File: config.mk
export PLATFORM = sky130hd
export DESIGN_NAME = spi_master_tx
export DESIGN_NICKNAME = d
export VERILOG_FILES = /design/src/rtl/spi_master_tx.sv
export SDC_FILE = /design/constraint.sdc
export NUM_CORES = 1
export LEC_CHECK = 0
export CAP_MARGIN = 40
export CORE_MARGIN = 8
export CORE_UTILIZATION = 25
export CTS_CLUSTER_SIZE = 24
export DETAILED_ROUTE_END_ITERATION = 16
export GPL_ROUTABILITY_DRIVEN = 0
export GPL_TIMING_DRIVEN = 0
export PLACE_DENSITY_LB_ADDON = 0.1
export SETUP_SLACK_MARGIN = 0.4
export SLEW_MARGIN = 30
export SYNTH_ARGS = -nofsm -noshare
export SYNTH_HDL_FRONTEND = slang
export SYNTH_SLANG_ARGS = --single-unit
File: constraint.sdc
create_clock -name CLK -period 4.6 [get_ports CLK]
set_input_delay 1.38 -clock CLK [delete_from_list [all_inputs] [get_ports CLK]]
set_output_delay 1.38 -clock CLK [all_outputs]
set_load 0.005 [all_outputs]
File: src/rtl/spi_master_tx.sv
// SPI mode-0 initiator: byte-framed, MSB first, full duplex.
// _CS stays low across bytes until a byte tagged Last completes.
`timescale 1ns/1ps
module spi_master_tx #(
   parameter int DATA_WIDTH  = 8,
   parameter int HALF_PERIOD = 4,
   parameter int CS_GAP      = 2
) (
   input  logic                  CLK,
   input  logic                  RST,
   input  logic                  Start,
   input  logic [DATA_WIDTH-1:0] TxData,
   input  logic                  Last,
   output logic                  TxAccept,
   output logic [DATA_WIDTH-1:0] RxData,
   output logic                  RxValid,
   output logic                  Busy,
   output logic                  SCK,
   output logic                  MOSI,
   input  logic                  MISO,
   output logic                  _CS
);

   localparam int CNT_MAX = (HALF_PERIOD > CS_GAP) ?
                            HALF_PERIOD : CS_GAP;
   localparam int CNT_W = (CNT_MAX > 1) ? $clog2(CNT_MAX) : 1;
   localparam int BIT_W = $clog2(DATA_WIDTH + 1);

   localparam logic [CNT_W-1:0] HP_LAST =
      CNT_W'(HALF_PERIOD - 1);
   localparam logic [CNT_W-1:0] GAP_LAST =
      (CS_GAP > 0) ? CNT_W'(CS_GAP - 1) : '0;
   localparam logic [BIT_W-1:0] BITS_ALL = BIT_W'(DATA_WIDTH);

   typedef enum logic [2:0] {
      S_IDLE,
      S_LEAD,
      S_SCK_HI,
      S_SCK_LO,
      S_WAIT_NEXT,
      S_TAIL,
      S_GAP
   } state_t;

   state_t                r_state, w_state;
   logic [CNT_W-1:0]      r_cnt, w_cnt;
   logic [BIT_W-1:0]      r_bits, w_bits;
   logic [DATA_WIDTH-1:0] r_shift_tx, w_shift_tx;
   logic [DATA_WIDTH-1:0] r_shift_rx, w_shift_rx;
   logic [DATA_WIDTH-1:0] r_rx_data, w_rx_data;
   logic                  r_last, w_last;
   logic                  r_tx_accept, w_tx_accept;
   logic                  r_rx_valid, w_rx_valid;
   logic                  r_busy, w_busy;
   logic                  r_sck, w_sck;
   logic                  r_mosi, w_mosi;
   logic                  r_cs_n, w_cs_n;
   logic                  w_hp_done;
   logic                  w_gap_done;

   assign w_hp_done  = (r_cnt == HP_LAST);
   assign w_gap_done = (r_cnt == GAP_LAST);

   always_ff @(posedge CLK) begin
      if (RST) begin
         r_state     <= S_IDLE;
         r_cnt       <= '0;
         r_bits      <= '0;
         r_shift_tx  <= '0;
         r_shift_rx  <= '0;
         r_rx_data   <= '0;
         r_last      <= 1'b0;
         r_tx_accept <= 1'b0;
         r_rx_valid  <= 1'b0;
         r_busy      <= 1'b0;
         r_sck       <= 1'b0;
         r_mosi      <= 1'b0;
         r_cs_n      <= 1'b1;
      end else begin
         r_state     <= w_state;
         r_cnt       <= w_cnt;
         r_bits      <= w_bits;
         r_shift_tx  <= w_shift_tx;
         r_shift_rx  <= w_shift_rx;
         r_rx_data   <= w_rx_data;
         r_last      <= w_last;
         r_tx_accept <= w_tx_accept;
         r_rx_valid  <= w_rx_valid;
         r_busy      <= w_busy;
         r_sck       <= w_sck;
         r_mosi      <= w_mosi;
         r_cs_n      <= w_cs_n;
      end
   end

   always_comb begin
      w_state     = r_state;
      w_cnt       = r_cnt;
      w_bits      = r_bits;
      w_shift_tx  = r_shift_tx;
      w_shift_rx  = r_shift_rx;
      w_rx_data   = r_rx_data;
      w_last      = r_last;
      w_tx_accept = 1'b0;
      w_rx_valid  = 1'b0;
      w_busy      = r_busy;
      w_sck       = r_sck;
      w_mosi      = r_mosi;
      w_cs_n      = r_cs_n;
      case (r_state)
         S_IDLE, S_WAIT_NEXT: begin
            if (Start) begin
               w_shift_tx  = TxData;
               w_last      = Last;
               w_tx_accept = 1'b1;
               w_busy      = 1'b1;
               w_cs_n      = 1'b0;
               w_mosi      = TxData[DATA_WIDTH-1];
               w_bits      = '0;
               w_cnt       = '0;
               w_state     = S_LEAD;
            end
         end
         // Both enter a rising SCK edge and sample MISO there.
         S_LEAD, S_SCK_LO: begin
            if (w_hp_done) begin
               w_cnt      = '0;
               w_sck      = 1'b1;
               w_shift_rx = {r_shift_rx[DATA_WIDTH-2:0], MISO};
               w_bits     = r_bits + BIT_W'(1);
               w_state    = S_SCK_HI;
            end else begin
               w_cnt = r_cnt + CNT_W'(1);
            end
         end
         S_SCK_HI: begin
            if (w_hp_done) begin
               w_cnt = '0;
               w_sck = 1'b0;
               if (r_bits != BITS_ALL) begin
                  w_mosi     = r_shift_tx[DATA_WIDTH-2];
                  w_shift_tx = r_shift_tx << 1;
                  w_state    = S_SCK_LO;
               end else begin
                  w_rx_data  = r_shift_rx;
                  w_rx_valid = 1'b1;
                  w_state    = r_last ? S_TAIL : S_WAIT_NEXT;
               end
            end else begin
               w_cnt = r_cnt + CNT_W'(1);
            end
         end
         S_TAIL: begin
            if (w_hp_done) begin
               w_cnt  = '0;
               w_cs_n = 1'b1;
               w_mosi = 1'b0;
               if (CS_GAP == 0) begin
                  w_busy  = 1'b0;
                  w_state = S_IDLE;
               end else begin
                  w_state = S_GAP;
               end
            end else begin
               w_cnt = r_cnt + CNT_W'(1);
            end
         end
         S_GAP: begin
            if (w_gap_done) begin
               w_cnt   = '0;
               w_busy  = 1'b0;
               w_state = S_IDLE;
            end else begin
               w_cnt = r_cnt + CNT_W'(1);
            end
         end
         default: w_state = S_IDLE;
      endcase
   end

   assign TxAccept = r_tx_accept;
   assign RxData   = r_rx_data;
   assign RxValid  = r_rx_valid;
   assign Busy     = r_busy;
   assign SCK      = r_sck;
   assign MOSI     = r_mosi;
   assign _CS      = r_cs_n;

endmodule

==> results of run 1 <==
-- worst max path at each step --
stage,startpoint,end,slack [ns],depth (start not counted)
after floorplan,Start,r_shift_tx[1],2.27,5
after global placement,Start,r_shift_tx[2],1.33,6
after detailed placement,Start,r_shift_tx[3],1.39,6
after CTS,Start,r_shift_tx[3],1.69,6
after global routing,Start,r_shift_tx[3],1.58,6
final,Start,r_shift_tx[2],1.70,6
-- critical path, stage by stage --
cell	delay (ns)
clkdlybuf4s50_1	0.57
nor3b_2	0.52
a31o_2	0.22
buf_4	0.17
nor2_1	0.05
a211oi_1	0.19
-- registers in the layout, summed over array words and instances (netlist names) --
register and count:
Busy 1, MOSI 1, RxData 8, RxValid 1
SCK 1, TxAccept 1, _CS 1, r_bits 4
r_cnt 2, r_last 1, r_shift_rx 8, r_shift_tx 7
r_state 3
-- kinds of logic (layout without fill, tap and decap cells) --
kind of cell             Yosys count  in the layout  share of synthesized area
AND/OR/NAND/NOR                   77             77                     0.2059
adder cells (fa/ha/maj)            5              5                    0.03526
AO/OA/AOI/OAI                     43             43                     0.1580
XOR/XNOR                           2              2                   0.009875
buffers and inverters             22             56                    0.05995
multiplexers                      16             16                    0.09097
flip-flops                        39             39                     0.4401
-- area by class of cell --
class,instances,area [um2],share of cell area
buffer,14,76.32,0.03366
clock buffer,5,68.82,0.03035
clock inverter,3,43.79,0.01932
inverter,8,30.03,0.01325
multi-input combinational,143,887.1,0.3913
sequential,39,780.7,0.3444
tap,96,120.1,0.05298
timing repair buffer,26,260.3,0.1148
-- through the flow --
stage,hold slack [ns],instance area (um2),std cells
final,0.4565,2267,334
after global routing,0.4963,2267,334
after CTS,0.4582,2267,334
after detailed placement,0.4473,2155,326
after global placement,0.4496,2155,326
after floorplan,0.4357,1774,204
-- metal layers --
layer,GRT usage,share of wire,vias to the layer above
met2,0.1446,0.46,28
li1,-,-,774
met1,0.1164,0.48,690
met5,0,0,-
met4,0.04186,0.018,0
met3,0.02284,0.050,5
-- power by group --
part / internal (W) / total (W) / switching (W)
clock: 0.000162 / 0.000292 / 0.000130
sequential: 0.000351 / 0.000360 / 0.00000840
combinational: 0.0000417 / 0.0000891 / 0.0000474
-- cell usage after synthesis, drive strengths merged (3+ instances only) --
cell type,number
o21ai,5
a21oi,19
ha,5
buf,7
dfxtp,39
clkbuf,7
nand3b,3
mux2i,15
nor3,6
a211oi,10
inv,8
nand2,21
nor2,31
nand3,4
==> impl_results.md, run 1 <==
* Fin crit share at 0.6300
* Worst-Margin Slew at 0.5508 ns
* Area added between synthesis and finish at 27.79%
* Max Transition Viols Final at 0
* CTS Sinks at 39
* Clk_skew at 0.009632 ns
* Net count, final at 255
* First-pass DRT Iterations at 4
* Final setup TNS at 0 ns
* Crit. End Element: flop
* Final Critical Period at 2.898 ns
* Worst Setup Path Type: input pin to flop
* Util after Layout at 0.3319
* Max_cap viols at 0
* Hold Crit Depth at 2
* Register area share after synthesis at 0.4401
* Clk Latency, worst-skew pair at 0.29 ns
* Final ANT Viol Nets at 0
* Diode count at 0
* Global-route wire length before repair at 7341 um
* Post-Synthesis Cells at 204
* Top cells by area, synth: dfxtp_1 (44%), mux2i_1 (8.5%), nor2_1 (6.6%), a21oi_1 (5.1%), nand2_1 (4.4%)
* Vias in the first global route at 1,492
* Htree depth at 2
* Peak supply drop at 0.09325 mV
* Fmax at 0.3451 GHz
* Ratio of cells with drive above 1 in the final layout at 0.08403
* Die footprint at 10,050 um2
* Yosys warns at 0
* Initial antenna violation count at 0
* Status: completed
* Cts hold-fix bufs at 0
* Hold wc startpoint: r_shift_rx[7]
* Critical Path Source Type: input pin
* Async set-reset flop share out of synthesis at 0
* R2r startpoint: r_cnt[0]
* Total GRT Usage at 0.09242
* Post-DP HPWL at 3140 um
* Clock transition at the registers of the reported paths at 0.08 ns
* Pin count of the biggest net entering global routing at 14
* Netlist cell types at 37
* Largest area contributor in the netlist: dfxtp_1
* Die Wd at 100.2 um
* EDFF count, synth at 0
* Initial DRC count at 83
* IO buf count at 26
* Total wire length at 4365 um
* Commonest non-fill, non-tap cell in the layout: dfxtp_1
* Worst R2R Path Depth at 5
* Post-CTS setup buffer count at 0
* Ys flop type: dfxtp_1
* Commonest cells after routing, fill and taps aside: dfxtp_1 (39), nor2_1 (31), clkdlybuf4s50_1 (26)
* CTS Buffer Depth at 2
* Pre-CTS setup slack at 1.391 ns
* Vias per Instance at 4.482
* R2R setup slack at 2.77 ns
* Grt total ovfl at 0
* CTS tree: yes
* Core area at 6832 um2
* Number of gates resized after cts at 0
* Power Total at 0.0007407 W
* Final setup margin at 1.702 ns
* I/O pin count at 27
* Hold path endpoint: r_shift_rx[7]
* Hold Crit Class: flop to flop
* Fin. Hold Viols at 0
* Crit-path max FO at 10
* Fillers at 766
* Vias at 1,497
* Unrepaired setup endpoints after global routing: no
* Post-DR wirelength/cell at 13.07 um
* Synthesized flop and latch total at 39
* Critical Path AT at 3.11 ns
* CTS Buf Count at 5
* FP Rows at 30
* Yosys top cell area share at 0.4401
* Die height at 100.2 um
* Relative slew slack at 0.6312
* Initial core utilization at 0.2597
* Power density over the cells at 326.7 nW/um2
* Mean post-synth cell area at 8.697 um2
* Drt drc at 0
* CP required at 4.81 ns
* Root Driver: clkbuf_8
* Mapped Area at 1774 um2
* Mapped Nets at 222
* Reg2reg end: MOSI
* Final setup fails at 0
* P_leak at 0.9055 nW
Power figures use the tool's default switching activity.
==> inputs of run 2 (changes only) <==
==> constraint.sdc (replaced) <==
create_clock -name CLK -period 3 [get_ports CLK]
set_input_delay 0.9 -clock CLK [delete_from_list [all_inputs] [get_ports CLK]]
set_output_delay 0.9 -clock CLK [all_outputs]
set_load 0.005 [all_outputs]
==> results of run 2 <==
Same layout as run 1 (identical final DEF). Status: completed.
Main changes from that run: setup slack after placement 1.391 ns -> 0.2710 ns; setup slack after layout 1.702 ns -> 0.5819 ns; register-to-register setup slack 2.77 ns -> 1.17 ns; total power 0.0007407 W -> 0.001136 W; worst IR drop on VDD 0.09325 mV -> 0.1430 mV
==> inputs of run 3 (changes only) <==
==> constraint.sdc (replaced) <==
create_clock -name CLK -period 2.4 [get_ports CLK]
set_input_delay 0.72 -clock CLK [delete_from_list [all_inputs] [get_ports CLK]]
set_output_delay 0.72 -clock CLK [all_outputs]
set_load 0.005 [all_outputs]
==> impl_results.md, run 3 (synthesized netlist as in run 1, its figures left out) <==
* Net count, final at 256 (+0.39%)
* Clk Latency, worst-skew pair at 0.30 ns (about the same)
* Total wire length at 4418 um (+1.2%)
* Area occupied by multi-input gates at 899.6 um2 (+1.4%)
* Worst R2R Path Depth at 5 (unchanged)
* Vias per Instance at 4.475 (-0.17%)
* Status: completed
* Critical Path Source Type: flop
* Crit. End Element: output port
* Vias in the first global route at 1,509 (+1.1%)
* Cell Chain, Critical Path: clkdlybuf4s50_1
* Die Wd at 100.2 um (unchanged)
* Comb pwr share at 0.125 (+0.005)
* CTS Sinks at 39 (unchanged)
* Hold wc startpoint: r_shift_rx[7]
* Power Total at 0.001430 W
* Fmax at 0.5305 GHz
* Core area at 6832 um2 (unchanged)
* Clock power share at 0.393 (about the same)
* P_leak at 0.9322 nW (+3.0%)
* FP Rows at 30 (unchanged)
* Post-DR wirelength/cell at 13.19 um (+0.91%)
* Max_cap viols at 0 (unchanged)
* Global-route wire length before repair at 7424 um (+1.1%)
* Commonest non-fill, non-tap cell in the layout: dfxtp_1
* Fillers at 767 (+0.13%)
* Hold Crit Class: flop to flop
* P_int at 0.001068 W
* Crit-path max FO at 3 (-7)
* Final Critical Period at 1.885 ns
* Drt drc at 0 (unchanged)
* Unrepaired setup endpoints after global routing: no
* Critical path's top delay family: buffers and inverters
* Vias at 1,499 (+0.13%)
* Register share of total power at 0.482 (-0.004)
* Total GRT Usage at 0.09358 (+0.001159)
* Reg2reg end: r_state[2]
* Commonest cells after routing, fill and taps aside: dfxtp_1 (39), nor2_1 (31), clkdlybuf4s50_1 (25)
* CTS tree: yes
* Final ANT Viol Nets at 0 (unchanged)
* Ratio of cells with drive above 1 in the final layout at 0.1046 (+0.02057)
* Final setup fails at 0 (unchanged)
* Storage cell area at 780.7 um2 (unchanged)
* Worst-Margin Slew at 0.5570 ns (+0.006212 ns)
* First-pass DRT Iterations at 4 (unchanged)
* Grt total ovfl at 0 (unchanged)
* Relative slew slack at 0.6286 (-0.002533)
* Worst Path Buf+Inv at 1 (-1)
* Critical Path AT at 1.16 ns
* Fin. Hold Viols at 0 (unchanged)
* Die footprint at 10,050 um2 (unchanged)
* Final setup margin at 0.5151 ns
* Fin crit share at 0.7854
* Max Transition Viols Final at 0 (unchanged)
* Clock transition at the registers of the reported paths at 0.08 ns (about the same)
* Post-DP HPWL at 3140 um (unchanged)
* R2R setup slack at 0.59 ns
* Slowest-stage cell, CP: clkdlybuf4s50_1
* Worst Setup Path Type: flop to output port
* Sw Share at 0.2531
* Power density over the cells at 623.7 nW/um2
* Diode count at 0 (unchanged)
* Peak supply drop at 0.1791 mV
* R2r startpoint: r_cnt[0]
* Initial DRC count at 76 (-8.4%)
* Hold path endpoint: r_shift_rx[7]
* IO buf count at 26 (unchanged)
* CP required at 1.68 ns
* CTS Buffer Depth at 2 (unchanged)
* Die height at 100.2 um (unchanged)
* Area added between synthesis and finish at 29.27%
* I/O pin count at 27 (unchanged)
* Clk_skew at 0.009056 ns (-0.0005759 ns)
* Initial antenna violation count at 0 (unchanged)
* Htree depth at 2 (unchanged)
* Root Driver: clkbuf_8
* Hold Crit Depth at 2 (unchanged)
* Pre-CTS setup slack at -0.1490 ns
* Initial core utilization at 0.2597 (unchanged)
* Psw at 0.0003620 W
* Util after Layout at 0.3357 (+0.003846)
* Pin count of the biggest net entering global routing at 14 (unchanged)
* CTS Buf Count at 5 (unchanged)
* CP peak stage delay at 0.51 ns (-0.06 ns)
## run 3: power groups by stage
stage                     Combinational [W]  Clock, W  Sequential (W)
after floorplan                    0.000106         0        0.000702
after global placement             0.000175         0        0.000705
after detailed placement           0.000171         0        0.000705
after CTS                          0.000178  0.000573        0.000690
after global routing               0.000199  0.000599        0.000694
final                              0.000179  0.000561        0.000690
## run 3: worst max path at each step
stage	from	to	slack, ns	cells after the start
6_report	Busy	Busy	0.52	1
5_1_grt	r_cnt[0]	r_state[2]	0.41	5
3_3_place_gp	Start	r_shift_tx[2]	-0.21	6
3_5_place_dp	Start	r_shift_tx[3]	-0.15	6
2_1_floorplan	Start	r_shift_tx[1]	0.73	5
4_1_cts	Start	MOSI	0.40	4
## run 3: final cells by class
cell class / instances / share of cell area
plain buffers: 14 / 0.03492
inverters: 8 / 0.01309
well taps: 96 / 0.05237
repair buffers: 27 / 0.1178
flip-flops and latches: 39 / 0.3404
clock inverters: 3 / 0.01909
clock buffers: 5 / 0.03001
multi-input cells: 143 / 0.3923
## run 3: through the flow
| step | hold WS (ns) | cells | TNS, ns | cell area, um2 |
|---|---|---|---|---|
| 3_3_place_gp | 0.4496 | 326 | -1.026 | 2155 |
| 6_report | 0.4560 | 335 | 0 | 2293 |
| 4_1_cts | 0.4582 | 335 | 0 | 2283 |
| 5_1_grt | 0.4963 | 335 | 0 | 2293 |
| 2_1_floorplan | 0.4357 | 204 | 0 | 1774 |
| 3_5_place_dp | 0.4473 | 326 | -0.7628 | 2155 |
## run 3: timing repair
action                     in CTS  in global routing
setup endpoints to repair      26                 21
pin swaps                       0                  1
setup buffers                   1                  0
hold buffers                    0                  0
resized for setup               3                  4
## run 3: worst reg2reg max path: stages, from the launching register on
cell      delay, ns
dfxtp_1        0.41
ha_1           0.19
clkbuf_1       0.41
nor3_1         0.19
a2111o_1       0.41
a21oi_1        0.13
## run 3: metal layers
| layer | track usage | share of wire | wire, um | vias to the layer above |
|---|---|---|---|---|
| met3 | 0.02284 | 0.045 | 201 | 5 |
| met1 | 0.1185 | 0.48 | 2135 | 688 |
| met2 | 0.1462 | 0.45 | 2006 | 31 |
| li1 | - | - | - | 775 |
| met4 | 0.04186 | 0.017 | 75 | 0 |
| met5 | 0 | 0 | 0 | - |
